## config.mk

```make
export PLATFORM = sky130hd
export DESIGN_NAME = irrigation_display_scan
export DESIGN_NICKNAME = d
export VERILOG_FILES = /design/src/rtl/irrigation_display_scan.sv
export SDC_FILE = /design/constraint.sdc
export NUM_CORES = 1
export LEC_CHECK = 0
export CAP_MARGIN = 15
export CORE_AREA = 10 10 78 80
export DETAILED_ROUTE_END_ITERATION = 6
export DIE_AREA = 0 0 88 90
export PLACE_DENSITY = 0.72
export SYNTH_ARGS = -nofsm -noshare
export SYNTH_HDL_FRONTEND = slang
export SYNTH_SLANG_ARGS = --single-unit
```

## constraint.sdc

```tcl
create_clock -name clk -period 4.3 [get_ports clk]
set_input_delay 0.43 -clock clk [delete_from_list [all_inputs] [get_ports clk]]
set_output_delay 0.43 -clock clk [all_outputs]
set_load 0.02 [all_outputs]
```

## src/rtl/irrigation_display_scan.sv

```systemverilog
// Seven-segment scan driver: double-buffered codes, frame-synchronous
// commit, optional per-digit blink (IRRIG_DISPLAY_BLINK_EN).
//
// Ports:
//   clk, reset     : clock, synchronous active-high reset
//   load           : strobe, captures codes_in/blink_in into pending buffer
//   codes_in       : 3-bit symbol per digit, digit k at [3k+2:3k]
//   blink_in       : per-digit blink mask (used only with the macro)
//   pending        : captured data waiting for the next frame boundary
//   frame_start    : high in the cycle the scan wraps back to digit 0
//   seg, an        : registered active-low segments / one-hot digit enable
module irrigation_display_scan #(
  parameter int DIGITS       = 4,
  parameter int SCAN_DIV     = 50000,
  parameter int BLINK_FRAMES = 64
) (
  input  logic                  clk,
  input  logic                  reset,
  input  logic                  load,
  input  logic [3*DIGITS-1:0]   codes_in,
  input  logic [DIGITS-1:0]     blink_in,
  output logic                  pending,
  output logic                  frame_start,
  output logic [6:0]            seg,
  output logic [DIGITS-1:0]     an
);

  localparam int CW = $clog2(SCAN_DIV);
  localparam int IW = (DIGITS > 1) ? $clog2(DIGITS) : 1;

  function automatic logic [6:0] glyph(input logic [2:0] c);
    logic [6:0] g;
    unique case (c)
      3'b000:  g = 7'h7F;
      3'b001:  g = 7'h08;
      3'b010:  g = 7'h42;
      3'b011:  g = 7'h3F;
      3'b100:  g = 7'h06;
      3'b101:  g = 7'h47;
      3'b110:  g = 7'h09;
      default: g = 7'h41;
    endcase
    return g;
  endfunction

  logic [CW-1:0]            cnt_q, cnt_d;
  logic [IW-1:0]            idx_q, idx_d;
  logic [DIGITS-1:0][2:0]   pcode_q, pcode_d;
  logic [DIGITS-1:0][2:0]   acode_q, acode_d;
  logic                     pend_q, pend_d;
  logic [6:0]               seg_q, seg_d;
  logic [DIGITS-1:0]        an_q, an_d;
  logic                     wrap, last, bnd, blank;

  assign wrap = (cnt_q == CW'(SCAN_DIV - 1));
  assign last = (idx_q == IW'(DIGITS - 1));
  assign bnd  = wrap & last;

`ifdef IRRIG_DISPLAY_BLINK_EN
  localparam int FW = (BLINK_FRAMES > 1) ? $clog2(BLINK_FRAMES) : 1;

  logic [DIGITS-1:0] pblk_q, pblk_d;
  logic [DIGITS-1:0] ablk_q, ablk_d;
  logic [FW-1:0]     fcnt_q, fcnt_d;
  logic              phase_q, phase_d;

  always_comb begin
    pblk_d  = pblk_q;
    ablk_d  = ablk_q;
    fcnt_d  = fcnt_q;
    phase_d = phase_q;
    if (load) pblk_d = blink_in;
    if (bnd) begin
      if (load)        ablk_d = blink_in;
      else if (pend_q) ablk_d = pblk_q;
      if (fcnt_q == FW'(BLINK_FRAMES - 1)) begin
        fcnt_d  = '0;
        phase_d = ~phase_q;
      end else begin
        fcnt_d = fcnt_q + FW'(1);
      end
    end
  end

  // Blink uses the active mask, so it also waits for the frame commit.
  assign blank = phase_q & ablk_q[idx_q];

  always_ff @(posedge clk) begin
    if (reset) begin
      pblk_q  <= '0;
      ablk_q  <= '0;
      fcnt_q  <= '0;
      phase_q <= 1'b0;
    end else begin
      pblk_q  <= pblk_d;
      ablk_q  <= ablk_d;
      fcnt_q  <= fcnt_d;
      phase_q <= phase_d;
    end
  end
`else
  logic unused_blink;
  assign unused_blink = ^blink_in;
  assign blank        = 1'b0;
`endif

  always_comb begin
    cnt_d   = wrap ? '0 : cnt_q + CW'(1);
    idx_d   = idx_q;
    if (wrap) idx_d = last ? '0 : idx_q + IW'(1);
    pcode_d = pcode_q;
    acode_d = acode_q;
    pend_d  = pend_q;
    if (load) begin
      pcode_d = codes_in;
      pend_d  = 1'b1;
    end
    // A load on the boundary bypasses the pending stage entirely.
    if (bnd) begin
      pend_d = 1'b0;
      if (load)        acode_d = codes_in;
      else if (pend_q) acode_d = pcode_q;
    end
    seg_d = blank ? 7'h7F : glyph(acode_q[idx_q]);
    an_d  = ~(DIGITS'(1) << idx_q);
  end

  always_ff @(posedge clk) begin
    if (reset) begin
      cnt_q   <= '0;
      idx_q   <= '0;
      pcode_q <= '0;
      acode_q <= '0;
      pend_q  <= 1'b0;
      seg_q   <= 7'h7F;
      an_q    <= '1;
    end else begin
      cnt_q   <= cnt_d;
      idx_q   <= idx_d;
      pcode_q <= pcode_d;
      acode_q <= acode_d;
      pend_q  <= pend_d;
      seg_q   <= seg_d;
      an_q    <= an_d;
    end
  end

  assign pending     = pend_q;
  assign frame_start = bnd & ~reset;
  assign seg         = seg_q;
  assign an          = an_q;

endmodule

```

==> results of run 1 <==
==> Yosys cell counts <==
| cell | number |
|---|---|
| a21o_1 | 2 |
| a21o_2 | 1 |
| a21oi_1 | 17 |
| and3_1 | 3 |
| and4_1 | 2 |
| and4bb_2 | 1 |
| buf_2 | 6 |
| buf_4 | 2 |
| clkbuf_1 | 8 |
| dfxtp_1 | 53 |
| ha_1 | 5 |
| inv_1 | 4 |
| mux2i_1 | 13 |
| mux4_1 | 2 |
| mux4_2 | 1 |
| nand2_1 | 5 |
| nand2_2 | 1 |
| nand2b_1 | 8 |
| nand2b_4 | 1 |
| nand3_1 | 7 |
| nand4_1 | 3 |
| nor2_1 | 30 |
| nor3_1 | 1 |
| nor4b_1 | 1 |
| nor4b_2 | 1 |
| nor4bb_1 | 1 |
| o21ai_0 | 15 |
| o21bai_1 | 1 |
| o31ai_1 | 1 |
| or2_1 | 1 |
| or3_1 | 15 |
| or4_1 | 1 |
| xnor2_1 | 3 |
| xor2_1 | 10 |
==> placed cells by master (no fill, tap or decap) <==
cell	count
mux2i_1	13
nor4b_1	1
clkbuf_1	1
and4bb_2	1
nor3_1	1
xnor2_1	3
buf_4	4
o21bai_1	1
or2_1	1
or3_1	15
bufinv_16	1
nor2_1	30
clkbuf_8	6
ha_1	5
nor4b_2	1
a21o_1	2
mux4_2	1
clkdlybuf4s50_1	27
o31ai_1	1
a21o_2	1
dfxtp_1	53
nor4bb_1	1
nand3_1	7
a21oi_1	17
or4_1	1
nand4_1	3
mux4_1	2
and4_1	2
inv_1	4
nand2b_1	8
and3_1	3
xor2_1	10
o21ai_0	15
nand2b_4	1
nand2_2	1
nand2_1	5
==> kinds of logic (layout without fill, tap and decap cells) <==
logic type               Yosys count  after routing
flip-flops                        53             53
multiplexers                      16             16
adder cells (fa/ha/maj)            5              5
AND/OR/NAND/NOR                   82             82
AO/OA/AOI/OAI                     37             37
buffers and inverters             20             43
XOR/XNOR                          13             13
==> cell type report <==
cell class                      instances  area, µm²  share of cell area [%]
Sequential cell                        53       1060                    40.9
Multi-Input combinational cell        153       1030                    39.8
Timing Repair Buffer                   31        300                    11.6
Clock buffer                            7       86.3                    3.33
Tap cell                               54       67.6                    2.61
Clock inverter                          1       30.0                    1.16
Inverter                                4       15.0                   0.579
==> report_power, final <==
| group | total [W] | leakage (nW) | internal, W | switching (W) |
|---|---|---|---|---|
| Clock | 0.000346 | 0.0585 | 0.000190 | 0.000156 |
| Combinational | 0.0000459 | 0.483 | 0.0000244 | 0.0000215 |
| Sequential | 0.000505 | 0.431 | 0.000501 | 0.00000415 |
==> per-stage QoR <==
step | hold WS [ns] | total power [W] | worst slack (ns)
floorplan | 0.426 | 0.000542 | 2.34
global placement | 0.441 | 0.000562 | 1.86
detailed placement | 0.457 | 0.000563 | 1.83
CTS | 0.478 | 0.000908 | 1.55
global route | 0.488 | 0.000933 | 1.45
finish | 0.471 | 0.000896 | 1.57
==> worst min path at each step <==
stage,depth (start not counted),slack (ns),from,end
6_report,1,0.47,cnt_q[0]$_SDFF_PP0_,cnt_q[0]$_SDFF_PP0_
5_1_grt,1,0.49,cnt_q[0]$_SDFF_PP0_,cnt_q[0]$_SDFF_PP0_
4_1_cts,2,0.48,acode_q[2]$_SDFFE_PP0P_,acode_q[2]$_SDFFE_PP0P_
3_5_place_dp,1,0.46,cnt_q[0]$_SDFF_PP0_,cnt_q[0]$_SDFF_PP0_
3_3_place_gp,1,0.44,cnt_q[0]$_SDFF_PP0_,cnt_q[0]$_SDFF_PP0_
2_1_floorplan,1,0.43,cnt_q[0]$_SDFF_PP0_,cnt_q[0]$_SDFF_PP0_
==> flip-flops by register name, summed over array words and instances, names as in the netlist <==
signal and flops:
acode_q 12, an 4, pending 1, seg 6, idx_q 2, pcode_q 12
cnt_q 16
==> layer usage <==
layer,part of all wire [%],global-route usage (%),vias to the layer above
met3,6.1,3.79,6
met5,0,0,-
li1,-,-,818
met4,1.8,4.39,0
met1,49,13.0,706
met2,43,14.3,28
==> critical path, cell delays in order (launching register included) <==
cell and delay [ns]:
dfxtp_1 0.38, ha_1 0.19, and3_1 0.33, nand4_1 0.13, buf_4 0.24, nor2_1 0.12, clkdlybuf4s50_1 0.62
==> flow_summary_export.csv, run 1 <==
group,metric,value,unit
clock_tree,cts_sinks,53,
grt,grt_pass1_vias,1489,
critical_path,setup.worst_path.class,"flop to output port",
clock_tree,cts_tree,"built",
logic_synthesis,synthAdderAreaFrac,2.87,%
floorplan,floorplan.io_pins,32,
critical_path,worst_ep_required_time,3.87,ns
critical_path,rr_endpoint,"cnt_q[11]$_SDFF_PP0_",
floorplan,dieArea,0.00792,mm²
clock_tree,cts_root_buf,"clkbuf_8",
logic_synthesis,syn_inst,226,
floorplan,fp.coreArea,0.00460,mm²
timing,tns,0,ns
layout,antennaDiodeCount,0,
timing,finalCriticalPeriod,2.73,ns
placed_design,gp_congestion,0.734,
placed_design,portBuffers,27,
timing,rsz0062_at_grt,"no",
clock_tree,path_clk_slew,0.08,ns
clock_tree,cts.repair.resized,0,
grt,grt_use_total,10.1,%
critical_path,reg2reg_slack,2.36,ns
clock_tree,h-tree-depth,2,
placed_design,dp_hpwl,2.62,mm
logic_synthesis,synth_top_area_share,48.6,%
critical_path,crit_arrival,2.30,ns
timing,finClkSkew,0.00816,ns
routing,drtIter0Drc,72,
routing,drc,0,
placed_design,dpl.cell_count,295,
floorplan,start_util,47.5,%
clock_tree,clk_latency,0.31,ns
logic_synthesis,synthMuxAreaShare,9.40,%
grt,grt_start_max_net_pins,40,
logic_synthesis,syn_area,0.00218,mm²
routing,viasPerCell,5.14,
floorplan,die_h,90,µm
layout,final_layout_size_suffix_gt1_share,6.83,%
timing,relSlewSlack,61.7,%
logic_synthesis,seq_area_frac_synth,48.6,%
worst_hold_path,hold_path.class,"flop to flop",
logic_synthesis,synthTopCellsByArea,"dfxtp_1 (49%), mux2i_1 (6.0%), nor2_1 (5.2%)",
timing,hold_violations,0,
grt,antenna_found_initial,0,
routing,wl_per_cell,12.8,µm
logic_synthesis,synth_simple_gate_area_share,20.6,%
logic_synthesis,syn_avg_cell_area,9.66,µm²
pwr,p_leak,0.972,nW
timing,drv_slew,0,
clock_tree,post_cts_buffers,0,
critical_path,crit_path_end_kind,"output port",
logic_synthesis,syn_nets,250,
logic_synthesis,yosysUniqueCellTypes,34,
grt,grt_pass1_wl,6.55,mm
floorplan,die_w,88,µm
timing,max_freq,0.366,GHz
run,cap_violations,0,
timing,setup_viol,0,
logic_synthesis,synth_top_family_by_area,"simple AND/OR/NAND/NOR gates",
layout,layout.nets,272,
clock_tree,clk_path_buf_depth,2,
layout,area_growth,18.8,%
critical_path,r2r_cells,6,
routing,vias,1558,
layout,fillCellCount,411,
floorplan,row_count,25,
critical_path,worstSetupEndpoint,"frame_start",
routing,dr.pass1.iters,4,
pwr,power_density,346,mW/mm²
routing,wirelength,3.87,mm
clock_tree,hold_buffers,0,
layout,fin_area,0.00259,mm²
logic_synthesis,synth_top_area_cell,"dfxtp_1",
critical_path,worstSetupStartpointType,"flop",
layout,utilization,56.4,%
logic_synthesis,yosysWarnings,0,
logic_synthesis,synth_compound_area_share,9.12,%
routing,final_antenna_net_count,0,
timing,tightest_slew,0.575,ns
critical_path,crit_start,"cnt_q[0]$_SDFF_PP0_",
grt,globalRoute.totalOverflow,0,
timing,period_share,63.5,%
placed_design,placed_cell_area,0.00247,mm²
layout,layout.cells.non_filler,303,
critical_path,rr_startpoint,"cnt_q[0]$_SDFF_PP0_",
logic_synthesis,synthXorXnorAreaFrac,5.22,%
critical_path,path_max_fanout,30,
logic_synthesis,ys_seq_elements,53,
pwr,ir_worst_vdd,0.169,mV
status,status,"finished, final reports clean",
clock_tree,cts_made_buffers,5,
No activity file was read; power rests on OpenSTA's default activity.
==> run 2: changes to the inputs <==
Settings changed: CORE_AREA 10 10 78 80 to 10 10 79 81, DIE_AREA 0 0 88 90 to 0 0 89 91, PLACE_DENSITY 0.72 to 0.73.
Clock period 4.3 ns to 2.5 ns, I/O delays scaled along.
==> flow_summary_export.csv, run 2 (synthesis results as in run 1) <==
group,metric,value,unit
floorplan,start_util,46.8,%
layout,layout.nets,273,
routing,wl_per_cell,12.9,µm
timing,max_freq,0.448,GHz
critical_path,setup.worst_path.class,"flop to output port",
layout,utilization,55.8,%
timing,setup_viol,0,
floorplan,floorplan.io_pins,32,
routing,viasPerCell,5.06,
worst_hold_path,hold_path.class,"flop to flop",
timing,hold_violations,0,
critical_path,worstSetupStartpointType,"flop",
routing,vias,1538,
critical_path,crit_path_end_kind,"output port",
clock_tree,path_clk_slew,0.09,ns
clock_tree,clk_path_buf_depth,2,
critical_path,worst_ep_required_time,2.25,ns
placed_design,dp_slack,0.598,ns
routing,final_antenna_net_count,0,
floorplan,die_h,91,µm
layout,final_common_cell,"dfxtp_1",
clock_tree,clk_latency,0.31,ns
grt,busiest_layer,"met2",
pwr,power_density,593,mW/mm²
placed_design,portBuffers,27,
routing,drc,0,
clock_tree,h-tree-depth,2,
layout,fillCellCount,412,
pwr,p_leak,0.977,nW
clock_tree,hold_buffers,0,
grt,grt_use_met1,13.0,%
timing,fin_ws,0.269,ns
layout,largest_reg_flops,16,
routing,drtIter0Drc,95,
timing,rsz0062_at_grt,"no",
grt,grt_start_max_net_pins,39,
layout,antennaDiodeCount,0,
grt,grt_pass1_vias,1441,
timing,tightest_slew,0.608,ns
critical_path,crit_arrival,1.98,ns
clock_tree,cts_made_buffers,5,
timing,drv_slew,0,
layout,top_regs,"cnt_q x16, acode_q x12, pcode_q x12",
clock_tree,cts_sinks,53,
layout,area_growth,19.3,%
run,cap_violations,0,
pwr,ir_worst_vdd,0.311,mV
routing,wirelength,3.91,mm
floorplan,fp.coreArea,0.00466,mm²
floorplan,die_w,89,µm
grt,grt_pass1_wl,6.57,mm
timing,finClkSkew,0.00630,ns
layout,layout_common_cells,"dfxtp_1 (53), nor2_1 (30), clkdlybuf4s50_1 (27)",
status,status,"finished, final reports clean",
clock_tree,cts.repair.resized,0,
placed_design,gp_congestion,0.815,
timing,finalCriticalPeriod,2.23,ns
clock_tree,cts_root_buf,"clkbuf_8",
layout,final_layout_size_suffix_gt1_share,7.60,%
grt,use_met3,3.04,%
layout,regMostFlops,"cnt_q",
grt,grt_use_met2,14.6,%
placed_design,dp_hpwl,2.67,mm
grt,antenna_found_initial,0,
timing,period_share,89.3,%
grt,globalRoute.totalOverflow,0,
routing,dr.pass1.iters,4,
critical_path,path_max_fanout,5,
floorplan,dieArea,0.00810,mm²
timing,relSlewSlack,59.5,%
floorplan,row_count,25,
grt,grt_use_total,10.1,%
clock_tree,cts_tree,"built",
timing,tns,0,ns
clock_tree,post_cts_buffers,0,
timing,timing.hold.ws,0.461,ns
[run 2: changes by cell type in the layout (fill, tap and decap cells not counted)]
cell        change
buf_4           +1
clkbuf_1        -1
clkinvlp_4      +1
[run 2: per-stage QoR]
| step | total power [W] | instances | cell area, µm² |
|---|---|---|---|
| 6_report | 0.00154 | 304 | 2600 |
| 3_3_place_gp | 0.000967 | 296 | 2480 |
| 4_1_cts | 0.00157 | 304 | 2600 |
| 3_5_place_dp | 0.000968 | 296 | 2480 |
| 2_1_floorplan | 0.000932 | 226 | 2180 |
| 5_1_grt | 0.00161 | 304 | 2600 |
[run 2: report_power, final]
part | internal, W | total (W) | switching, W
Clock | 0.000325 | 0.000595 | 0.000269
Sequential | 0.000861 | 0.000868 | 0.00000715
Combinational | 0.0000420 | 0.0000794 | 0.0000374
Total | 0.00123 | 0.00154 | 0.000314
[run 2: final timing paths]
check | from | endpoint | slack [ns] | depth (start not counted)
worst max register to register | cnt_q[4]$_SDFF_PP0_ | cnt_q[7]$_SDFF_PP0_ | 0.61 | 5
worst min-delay path | cnt_q[0]$_SDFF_PP0_ | cnt_q[0]$_SDFF_PP0_ | 0.46 | 1
worst min register to register | cnt_q[0]$_SDFF_PP0_ | cnt_q[0]$_SDFF_PP0_ | 0.46 | 1
worst max-delay path | cnt_q[4]$_SDFF_PP0_ | frame_start | 0.27 | 4
[run 2: critical path, stage by stage, from the launching register on]
cell and delay (ns):
dfxtp_1 0.36, nor4bb_1 0.37, nand4_1 0.19, nor2_1 0.14, clkdlybuf4s50_1 0.62
[run 2: layer usage]
layer	vias up	share of wire, %
met5	-	0
met4	0	2.4
met3	6	5.1
met2	31	43
met1	681	49
li1	820	-
[run 2: area by class of cell]
cell class / count / area [µm²] / share of cell area (%)
Timing Repair Buffer: 32 / 308 / 11.8
Sequential cell: 53 / 1060 / 40.8
Inverter: 4 / 15.0 / 0.577
Tap cell: 54 / 67.6 / 2.60
Clock inverter: 2 / 37.5 / 1.44
Multi-Input combinational cell: 153 / 1030 / 39.6
Clock buffer: 6 / 82.6 / 3.17
==> run 3: changes to the inputs <==
Settings changed: PLACE_DENSITY 0.73 to 0.85.
==> flow_summary_export.csv, run 3 (synthesis results as in run 1) <==
group,metric,value,unit
floorplan,die_h,91,µm
timing,tightest_slew,0.771,ns
placed_design,dp_hpwl,2.74,mm
timing,tns,0,ns
clock_tree,cts_made_buffers,5,
timing,relSlewSlack,48.1,%
layout,top_regs,"cnt_q x16, acode_q x12, pcode_q x12",
clock_tree,clk_path_buf_depth,2,
routing,drc,0,
critical_path,worst_ep_required_time,2.25,ns
pwr,p_leak,0.988,nW
layout,final_common_cell,"dfxtp_1",
layout,largest_reg_flops,16,
layout,antennaDiodeCount,0,
routing,drtIter0Drc,101,
critical_path,setup.worst_path.class,"flop to output port",
grt,antenna_found_initial,0,
grt,globalRoute.totalOverflow,0,
clock_tree,clk_latency,0.30,ns
worst_hold_path,hold_path.class,"flop to flop",
timing,hold_violations,0,
routing,vias,1596,
grt,grt_pass1_wl,6.53,mm
grt,grt_start_max_net_pins,39,
pwr,finalPower,0.00163,W
routing,wirelength,3.98,mm
clock_tree,hold_buffers,0,
layout,regMostFlops,"cnt_q",
layout,area_growth,20.1,%
timing,max_freq,0.457,GHz
timing,finClkSkew,0.00785,ns
clock_tree,post_cts_buffers,0,
critical_path,crit_path_end_kind,"output port",
routing,met3WireLength,226,µm
placed_design,dpl.cell_count,296,
critical_path,max_stage_delay,0.62,ns
floorplan,fp.coreArea,0.00466,mm²
placed_design,dp_slack,0.574,ns
layout,layout.cells.non_filler,304,
routing,viasPerCell,5.25,
pwr,power_density,622,mW/mm²
clock_tree,h-tree-depth,2,
routing,final_antenna_net_count,0,
clock_tree,cts_root_buf,"clkbuf_8",
routing,wl_met1,1.85,mm
timing,setup_viol,0,
clock_tree,path_clk_slew,0.09,ns
critical_path,crit_slowest_cell,"clkdlybuf4s50_1",
layout,final_layout_size_suffix_gt1_share,7.60,%
floorplan,floorplan.io_pins,32,
floorplan,start_util,46.8,%
timing,finalCriticalPeriod,2.19,ns
status,status,"finished, final reports clean",
placed_design,portBuffers,27,
routing,wl_per_cell,13.1,µm
pwr,ir_worst_vdd,0.267,mV
floorplan,row_count,25,
routing,top_layer_used,"met4",
layout,layout_common_cells,"dfxtp_1 (53), nor2_1 (30), clkdlybuf4s50_1 (27)",
critical_path,crit_chain,"ha_1 -> and3_1 -> nand4_1 -> nor2_1 -> clkdlybuf4s50_1",
clock_tree,cts_tree,"built",
critical_path,path_max_fanout,4,
timing,fin_ws,0.310,ns
timing,drv_slew,0,
timing,period_share,87.6,%
routing,wl_met2,1.82,mm
layout,layout.nets,273,
placed_design,placed_cell_area,0.00248,mm²
floorplan,die_w,89,µm
placed_design,gp_congestion,0.843,
clock_tree,cts_sinks,53,
clock_tree,cts.repair.resized,0,
layout,fin_area,0.00262,mm²
run,cap_violations,0,
routing,dr.pass1.iters,4,
floorplan,dieArea,0.00810,mm²
critical_path,worstSetupStartpointType,"flop",
grt,grt_use_total,9.77,%
grt,grt_pass1_vias,1461,
critical_path,crit_arrival,1.94,ns
timing,rsz0062_at_grt,"no",
[run 3: cell types whose count changed in the layout (fill, tap and decap cells not counted), sizes merged]
cell and delta:
bufinv +1, clkbuf -1, clkinvlp -1, inv +1
[run 3: where the power goes]
group | leakage [nW] | total, W | internal [W] | switching, W
Sequential | 0.431 | 0.000869 | 0.000861 | 0.00000760
Clock | 0.0687 | 0.000680 | 0.000403 | 0.000277
Combinational | 0.488 | 0.0000798 | 0.0000422 | 0.0000377
Total | 0.988 | 0.00163 | 0.00131 | 0.000323
[run 3: cell type report]
class | count | area, µm²
clock buffers | 5 | 68.8
well taps | 54 | 67.6
inverters | 4 | 15.0
multi-input cells | 153 | 1030
clock inverters | 3 | 68.8
repair buffers | 32 | 308
fillers | 407 | 2040
flip-flops and latches | 53 | 1060
[run 3: critical path: cells and delay by family, from the launching register on]
kind	cells	cell delay, ns
buffers and inverters	1	0.62
AND/OR/NAND/NOR	3	0.43
adder cells (fa/ha/maj)	1	0.20
flip-flops	1	0.39
[run 3: path summary, 6_finish.rpt]
path                          from  slack, ns                       to  cells after the start
max            cnt_q[0]$_SDFF_PP0_       0.31              frame_start                      5
min            cnt_q[0]$_SDFF_PP0_       0.48      cnt_q[0]$_SDFF_PP0_                      1
max reg2reg  idx_q[0]$_SDFFE_PP0N_       0.57  acode_q[9]$_SDFFE_PP0P_                      5
min reg2reg    cnt_q[0]$_SDFF_PP0_       0.48      cnt_q[0]$_SDFF_PP0_                      1
[run 3: routing by layer]
layer  vias to the layer above  GRT usage (%)
met5                         -              0
met4                         0           4.77
met3                         7           2.77
met2                        44           15.6
met1                       725           11.7
li1                        820              -
[run 3: per-stage QoR]
| step | utilization [%] | hold slack [ns] |
|---|---|---|
| after floorplan | - | 0.375 |
| after global routing | 56.2 | 0.494 |
| after global placement | 53.3 | 0.440 |
| after CTS | 56.2 | 0.478 |
| final | 56.2 | 0.475 |
| after detailed placement | 53.3 | 0.460 |
==> patch: new RTL, settings of run 3 <==
`SCAN_DIV`: 50000 -> 12500.
--- a/src/rtl/irrigation_display_scan.sv
+++ b/src/rtl/irrigation_display_scan.sv
@@ -13,3 +13,3 @@
   parameter int DIGITS       = 4,
-  parameter int SCAN_DIV     = 50000,
+  parameter int SCAN_DIV     = 12500,
   parameter int BLINK_FRAMES = 64
Formal check against the unedited RTL: no difference found for any inputs over 10 cycles, from zero or initial values and one cycle with reset high; that may be too few to reach the edited logic, so the function may still have changed.
==> patch against run 3 <==
Synthesized cell count shrank 8.4%. Total power shrank 7.6%. Count of clock-buffer cells in the layout grew 1. Routed wire length shrank 4.7%. Die area is the same. Cell area shrank 3.5%. Largest power group unchanged. Sequential power shrank 3.8%. Synthesized area shrank 2.4%. Worst setup slack gained 0.14 ns. Cell count shrank 6.6%. Sequential cell count shrank 2.
==> patch: results (changes against run 3) <==
status: finished, final reports clean
NetSw: 0.308 mW (-4.7%)
Routed met3 length: 204 µm (-9.7%)
Clock-cell share: 0.0465 (-0.00602)
number of global-route vias before repair: 1,431 (-2.1%)
HPWL after DPL: 2650 µm (-3.5%)
number of synthesized register bits: 51 (-3.8%)
Adder-Cell Fraction of Synth Area: 0.0294 (+0.000707)
DR iter-0 viols: 99 (-2.0%)
Seq/Total Area, Yosys: 0.479 (-0.00680)
DRT met1 WL: 1840 µm (-0.54%)
critical-path maximum fanout: 6 (+2)
Post-Place Setup Slack: 0.424 ns (-0.150 ns)
routed len/inst: 13.4 µm (+2.0%)
count of cell types in the netlist: 35 (+2.9%)
Storage cell area: 0.00102 mm² (-3.8%)
Non-Filler Instances: 284 (-6.6%)
Synth Area in XOR/XNOR: 0.0535 (+0.00129)
Fill cells: 416 (+2.2%)
largest registers: cnt_q (14), acode_q (12), pcode_q (12)
DP Area: 0.00241 mm² (-3.0%)
number of nets in the layout: 253 (-7.3%)
slew margin rel.: 0.736 (+0.255)
Synth Area in Compound Gates: 0.122 (+0.0310)
Syn Nets: 231 (-7.6%)
multi-input gates: 136 (-11%)
All-Layer GR Usage: 0.0978 (about the same)
clkbuf count: 6 (+1)
fraction of layout instances using a drive strength above 1: 0.113 (+0.0370)
Non-clk invs: 3 (-1)
[patch: cell types whose count changed after synthesis, sizes merged, moves of 3 or more]
cell	delta
o21ai	-14
and3	-3
buf	+3
or3	-12
a311oi	+12
[patch: final timing paths]
| kind | startpoint | endpoint | slack (ns) | cells past startpoint |
|---|---|---|---|---|
| setup / recovery | cnt_q[0]$_SDFF_PP0_ | frame_start | 0.45 | 5 |
| hold / removal | cnt_q[0]$_SDFF_PP0_ | cnt_q[0]$_SDFF_PP0_ | 0.44 | 1 |
| setup reg to reg | idx_q[0]$_SDFFE_PP0N_ | seg[2]$_SDFF_PP1_ | 0.63 | 4 |
| hold reg to reg | cnt_q[0]$_SDFF_PP0_ | cnt_q[0]$_SDFF_PP0_ | 0.44 | 1 |
[patch: critical path, stage by stage (launching register included)]
cell	delay [ns]
dfxtp_1	0.35
ha_1	0.29
and3b_1	0.23
nand4_1	0.24
nor2_1	0.16
dlymetal6s2s_1	0.24
